**src/rtl/cpu_pkg.sv**
```systemverilog
// Shared definitions for the accumulator CPU: sequencer state encoding,
// opcode map and default datapath widths.
package cpu_pkg;

    localparam int DATA_W_DEF = 16;
    localparam int OPC_W_DEF  = 4;
    localparam int CNT_W_DEF  = 16;

    typedef enum logic [2:0] {
        ST_IDLE  = 3'd0,
        ST_FETCH = 3'd1,
        ST_EXEC1 = 3'd2,
        ST_EXEC2 = 3'd3,
        ST_HALT  = 3'd4
    } seq_state_t;

    localparam logic [3:0] OP_LDA = 4'd0;
    localparam logic [3:0] OP_STA = 4'd1;
    localparam logic [3:0] OP_ADD = 4'd2;
    localparam logic [3:0] OP_SUB = 4'd3;
    localparam logic [3:0] OP_JMP = 4'd4;
    localparam logic [3:0] OP_JMI = 4'd5;
    localparam logic [3:0] OP_JEQ = 4'd6;
    localparam logic [3:0] OP_STP = 4'd7;
    localparam logic [3:0] OP_LDI = 4'd8;
    localparam logic [3:0] OP_LSR = 4'd10;
    localparam logic [3:0] OP_ASR = 4'd11;

endpackage

```
**src/rtl/instr_reg.sv**
```systemverilog
// Instruction register: splits a program word into opcode and operand and
// holds both until the next load.
module instr_reg
    import cpu_pkg::*;
#(
    parameter int DATA_W = DATA_W_DEF,
    parameter int OPC_W  = OPC_W_DEF
) (
    input  logic                    clk,
    input  logic                    reset_n,
    input  logic                    load,
    input  logic [DATA_W-1:0]       word,
    output logic [OPC_W-1:0]        opcode,
    output logic [DATA_W-OPC_W-1:0] operand
);

    always_ff @(posedge clk or negedge reset_n) begin
        if (!reset_n) begin
            opcode  <= '0;
            operand <= '0;
        end else if (load) begin
            opcode  <= word[DATA_W-1 -: OPC_W];
            operand <= word[DATA_W-OPC_W-1:0];
        end
    end

endmodule

```
**src/rtl/cpu_sequencer.sv**
```systemverilog
// FETCH/EXEC1/EXEC2 control sequencer with run/step/halt control, the
// instruction register, condition flags and a retired-instruction counter.
module cpu_sequencer
    import cpu_pkg::*;
#(
    parameter int DATA_W = DATA_W_DEF,
    parameter int OPC_W  = OPC_W_DEF,
    parameter int CNT_W  = CNT_W_DEF
) (
    input  logic                    clk,
    input  logic                    reset_n,
    input  logic                    run,
    input  logic                    step,
    input  logic [DATA_W-1:0]       mem_q,
    input  logic [DATA_W-1:0]       acc,
    input  logic                    EXTRA,
    output logic                    FETCH,
    output logic                    EXEC1,
    output logic                    EXEC2,
    output logic [OPC_W-1:0]        IR,
    output logic [DATA_W-OPC_W-1:0] operand,
    output logic                    EQ,
    output logic                    MI,
    output logic                    halted,
    output logic [CNT_W-1:0]        instr_count
);

    seq_state_t state;
    seq_state_t state_nxt;
    seq_state_t after_retire;
    logic       step_pending;
    logic       pending_nxt;
    logic       retire;

    instr_reg #(
        .DATA_W (DATA_W),
        .OPC_W  (OPC_W)
    ) u_instr_reg (
        .clk     (clk),
        .reset_n (reset_n),
        .load    (state == ST_FETCH),
        .word    (mem_q),
        .opcode  (IR),
        .operand (operand)
    );

    // A pending single step forces a return to IDLE even if run is now high.
    always_comb begin
        state_nxt    = state;
        pending_nxt  = step_pending;
        retire       = 1'b0;
        after_retire = (run && !step_pending) ? ST_FETCH : ST_IDLE;
        case (state)
            ST_IDLE: begin
                if (run) begin
                    state_nxt = ST_FETCH;
                end else if (step) begin
                    state_nxt   = ST_FETCH;
                    pending_nxt = 1'b1;
                end
            end
            ST_FETCH: state_nxt = ST_EXEC1;
            ST_EXEC1: begin
                if (IR == OPC_W'(OP_STP)) begin
                    state_nxt   = ST_HALT;
                    retire      = 1'b1;
                    pending_nxt = 1'b0;
                end else if (EXTRA) begin
                    state_nxt = ST_EXEC2;
                end else begin
                    state_nxt   = after_retire;
                    retire      = 1'b1;
                    pending_nxt = 1'b0;
                end
            end
            ST_EXEC2: begin
                state_nxt   = after_retire;
                retire      = 1'b1;
                pending_nxt = 1'b0;
            end
            ST_HALT: state_nxt = ST_HALT;
            default: state_nxt = ST_IDLE;
        endcase
    end

    // Strobes are decoded from the next state so they line up with state.
    always_ff @(posedge clk or negedge reset_n) begin
        if (!reset_n) begin
            state        <= ST_IDLE;
            step_pending <= 1'b0;
            FETCH        <= 1'b0;
            EXEC1        <= 1'b0;
            EXEC2        <= 1'b0;
            halted       <= 1'b0;
            instr_count  <= '0;
        end else begin
            state        <= state_nxt;
            step_pending <= pending_nxt;
            FETCH        <= (state_nxt == ST_FETCH);
            EXEC1        <= (state_nxt == ST_EXEC1);
            EXEC2        <= (state_nxt == ST_EXEC2);
            halted       <= (state_nxt == ST_HALT);
            if (retire) begin
                instr_count <= instr_count + 1'b1;
            end
        end
    end

    assign EQ = (acc == '0);
    assign MI = acc[DATA_W-1];

endmodule

```
**config.mk**
```make
export PLATFORM = sky130hd
export DESIGN_NAME = cpu_sequencer
export DESIGN_NICKNAME = d
export VERILOG_FILES = /design/src/rtl/cpu_pkg.sv /design/src/rtl/instr_reg.sv /design/src/rtl/cpu_sequencer.sv
export SDC_FILE = /design/constraint.sdc
export NUM_CORES = 1
export LEC_CHECK = 0
export ABC_AREA = 1
export CAP_MARGIN = 0
export CORE_MARGIN = 5
export CORE_UTILIZATION = 30
export DETAILED_ROUTE_END_ITERATION = 7
export PLACE_DENSITY = 0.57
export SYNTH_ARGS = -nofsm -noshare
export SYNTH_HDL_FRONTEND = slang
export SYNTH_SLANG_ARGS = --single-unit
export TNS_END_PERCENT = 50
```
**constraint.sdc**
```tcl
create_clock -name clk -period 1.75 [get_ports clk]
set_input_delay 0.35 -clock clk [delete_from_list [all_inputs] [get_ports clk]]
set_output_delay 0.35 -clock clk [all_outputs]
set_load 0.01 [all_outputs]
```
Word-level counts from Yosys, hierarchy flattened --
Index checks and enable logic that the tools add are counted.
Storage, ports and cells: bits in registers 40, latch bits 0, bits in writable memories 0, memory bits (read-only) 0, input bits 37, logic and storage cells 42, memories kept 0
Operators by class: add/sub/neg operators 1, multipliers 0, divide/modulo/power cells 0, order comparisons 0, eq/ne operators 12, shift operators 0, multiplexer cells 14, bitwise operators 0, reductions and logical operators 6
Operator list (number):
- $add A16 B1 Y16 const B | 1
- $logic_not A16 Y1 | 1
- $pmux W3 S5 | 1
- $eq A3 B2 Y1 const B | 4
- $mux W3 | 3
- $mux W1 | 7
- $eq A3 B1 Y1 const B | 2
- $eq A3 B3 Y1 const B | 2
- $eq A4 B3 Y1 const B | 1
- $ne A2 B2 Y1 const B | 2
- $reduce_and A4 Y1 | 1
- $logic_not A3 Y1 | 1
- $ne A3 B3 Y1 const B | 1
- $pmux W1 S3 | 1
- $reduce_bool A3 Y1 | 1
- $mux W2 | 1
- $pmux W1 S2 | 1
- $logic_and A1 B1 Y1 | 1
- $logic_not A1 Y1 | 1

Depth between registers and ports, before layout --
depth in word-level cells 7, depth in mapped cells 8, mapped depth without buffers 8

By module --
Synthesis repeated with hierarchy kept, for this count alone.
Unflattened totals: cell total of the unflattened synthesis 257, area, all modules 2044.5 µm²
Modules (own cells, without submodules):
- cpu_sequencer | instances 1, cells an instance 189, area an instance 1400.1 µm², sequential area each 600.6 µm²
- instr_reg | instances 1, cells an instance 68, area an instance 644.4 µm², sequential area each 400.4 µm²

Least setup slack after synthesis --
Ideal clock, no wire load.
path kind reg2reg, start register instr_count[0], end register instr_count[14], library setup time 0.116 ns, data arrival time 1.272 ns, required time 1.634 ns, path slack 0.361 ns, cell stages (with the launch flop) 9, cell sequence dfrtp_1 ha_1 nand3_1 nor2_1 nand3_1 nand2_1 nand2_1 nand2_1 nand2_1
Between the ends: cells in the longest elaborated chain, start to end 1
Ends and longest elaborated chain:
- start: declaration | line cpu_sequencer.sv:25 | output logic [CNT_W-1:0] instr_count
- start signal: assignment | line cpu_sequencer.sv:104 | instr_count <= instr_count + 1'b1;
- $add A16 B1 Y16 | line cpu_sequencer.sv:104
No other way between the ends. A chain may end at the register's enable or synchronous reset.

Final worst setup path --
start register instr_count[0], end output instr_count[0]
No word-level cell between the ends.

==> results.cfg <==
[outcome]
status = completed

[cells_and_area]
synthToLayoutAreaGrowth_pct = 50.4
drive_gt1_frac = 0.0896
insertedDiodeCount = 0
fin_cells = 412
nNetsFinal = 372
finalInstanceArea_um2 = 2950

[setup_path]
cpPeakStageDelay_ps = 540
cp.required_ps = 1400
path_cells = buf_4 -> clkdlybuf4s50_1
slowest_stage = clkdlybuf4s50_1
start_kind = flip-flop
end_kind = primary output
path_max_fanout = 5
cp.arrival_ps = 1330
r2r_slack_ps = 260
crit_type = reg -> out

[sta]
fin_crit_sh = 0.962
maxSlewViolCount = 0
rsz0062_at_grt = false
hold_viol_final = 0
setup_slack_ps = 67.3
clock_skew_ps = 9.51
period_minus_slack_ps = 1680
holdWs_ps = 108
fmax_mhz = 594
setup_viol = 0
worst_slew_pin_slew_ps = 504
maxSlewHeadroom = 0.664

[clocking]
hold_buffers = 0
clk_latency_ps = 300
cts_root_buffer = clkbuf_8
cts_sinks = 40
clkTransAtPathRegs_ps = 80
cts-buffers-inserted = 5
cts_buffer_depth = 2
cts-htree-levels = 2
cts_tree = done

[floorplanning]
core_um2 = 6350
die_area_um2 = 8260
initial_utilization = 0.309
io_pins = 75
die_height_um = 90.9
fp-row-count = 29
die_x_um = 90.9

[routing]
drt_iter0_markers = 82
firstDrtPassIters = 4
viasPerCell = 4.45
via_count = 1833
wl_per_cell_um = 12.0
wirelength_mm = 4.95
drc_errors = 0
antenna_left = 0

[grt]
track_usage = 0.125
grt_start_max_net_pins = 41
first_global_vias = 1926
grt.overflow.total = 0
grt_first_pass_wirelength_mm = 8.64
antenna_found_initial = 0

[placed_design]
gp_congestion = 0.792
dp_hpwl_mm = 3.72
dp_slack_ps = -356
placed_cell_area_um2 = 2830
placed_cells = 404
io_buffers = 74

[logic_synthesis]
synth-seq-cells = 40
netlist_area_um2 = 1960
syn-num-nets = 287
synth.distinct_cells = 25
synthCells = 249
yosysSeqAreaShare = 0.510
yosys_warnings = 0
synth.avg_cell_area_um2 = 7.88

[min_path]
hold_path_class = in -> async

[power_and_ir_drop]
leakage_nw = 1.37
power_density_nw_per_um2 = 1410
max-vdd-ir-drop_mv = 0.686

[run]
maxCapViolations = 0
-- per-stage QoR --
step / setup TNS, ps / util / power, mW
floorplan: 0 / - / 2.46
global placement: -403 / 0.445 / 3.35
detailed placement: -472 / 0.445 / 3.38
CTS: 0 / 0.465 / 4.23
global route: 0 / 0.465 / 4.48
finish: 0 / 0.465 / 4.16
-- synthesized netlist by cell type --
cell | instances | area [um^2]
nand2_1 | 112 | 420
buf_6 | 3 | 33.8
dfrtp_1 | 40 | 1000
nor3_1 | 1 | 5.00
o21ai_2 | 1 | 8.76
nand3b_1 | 2 | 15.0
nand4_1 | 8 | 50.1
inv_1 | 20 | 75.1
a31oi_1 | 1 | 6.26
nand2_2 | 1 | 6.26
nor2_2 | 1 | 6.26
nand2_4 | 1 | 11.3
xnor2_1 | 3 | 26.3
inv_2 | 3 | 11.3
nand3_1 | 15 | 75.1
o21ai_0 | 7 | 35.0
nor4_1 | 4 | 25.0
nor2_1 | 16 | 60.1
a21oi_4 | 1 | 16.3
ha_1 | 1 | 12.5
xor2_1 | 1 | 8.76
buf_4 | 2 | 15.0
nor3_4 | 1 | 16.3
a21oi_1 | 3 | 15.0
inv_4 | 1 | 6.26
-- state kept, by name (all words and copies together), names as in the netlist, 3 cells and up --
signal and count:
state 3, u_instr_reg.opcode 4, u_instr_reg.operand 12, instr_count 16
-- critical path, delay by kind of cell (launching register included) --
kind | cells | cell delay (ps)
flops | 1 | 360
buf+inv | 2 | 680
-- cell usage in the layout (no fill, tap or decap), types with 2 or more instances in the layout --
cell type        count
nand2_1            112
nand4_1              8
inv_2                3
inv_1               20
a21oi_1              3
nor2_1              16
nand3b_1             2
clkdlybuf4s50_1     71
buf_2                2
buf_4                8
nor4_1               3
o21ai_0              7
nand3_1             15
clkbuf_8             7
dfrtp_1             40
xnor2_1              3
-- power breakdown --
part,switching (mW),total (mW),internal (mW)
sequential,0.230,1.48,1.25
combinational,0.934,1.85,0.916
clock,0.332,0.836,0.503
total,1.50,4.16,2.67
-- path summary, 6_finish.rpt --
path | start | to | cells after the start
min | reset_n | instr_count[12] | 2
max reg2reg | instr_count[1] | instr_count[14] | 8
min in group clk | u_instr_reg.operand[10] | u_instr_reg.operand[10] | 2
max | instr_count[0] | instr_count[0] | 2
max in group asynchronous | reset_n | u_instr_reg.operand[0] | 2
min reg2reg | u_instr_reg.operand[10] | u_instr_reg.operand[10] | 2
-- cell families (layout without fill, tap and decap cells) --
kind of cell | after synthesis | count (layout) | synth area share
AOI/OAI and AO/OA | 13 | 13 | 0.0415
DFF | 40 | 40 | 0.510
xor gates and xnor gates | 4 | 4 | 0.0179
buffers and inverters | 29 | 115 | 0.0721
and+or+nand+nor | 162 | 162 | 0.352
adders and majority gates | 1 | 1 | 0.00638
-- layer usage --
| layer | share of wire | global-route usage | wire [um] |
|---|---|---|---|
| met4 | 0.012 | 0.0379 | 58 |
| met2 | 0.43 | 0.206 | 2130 |
| met1 | 0.45 | 0.145 | 2220 |
| met5 | 0 | 0 | 0 |
| met3 | 0.11 | 0.0567 | 539 |
-- cell type report --
type	instances	area [um^2]
flip-flops and latches	40	1000
multi-input cells	180	826
clock inverters	1	30.0
inverters	24	92.6
well taps	77	96.3
clock buffers	7	96.3
repair buffers	83	810
fillers	657	3400
-- repair_timing --
action | CTS | global route
endpoints found under the setup margin | 2 | 0
resized for setup | 6 | 0
setup buffers | 0 | 0
Power figures use the tool's default switching activity.
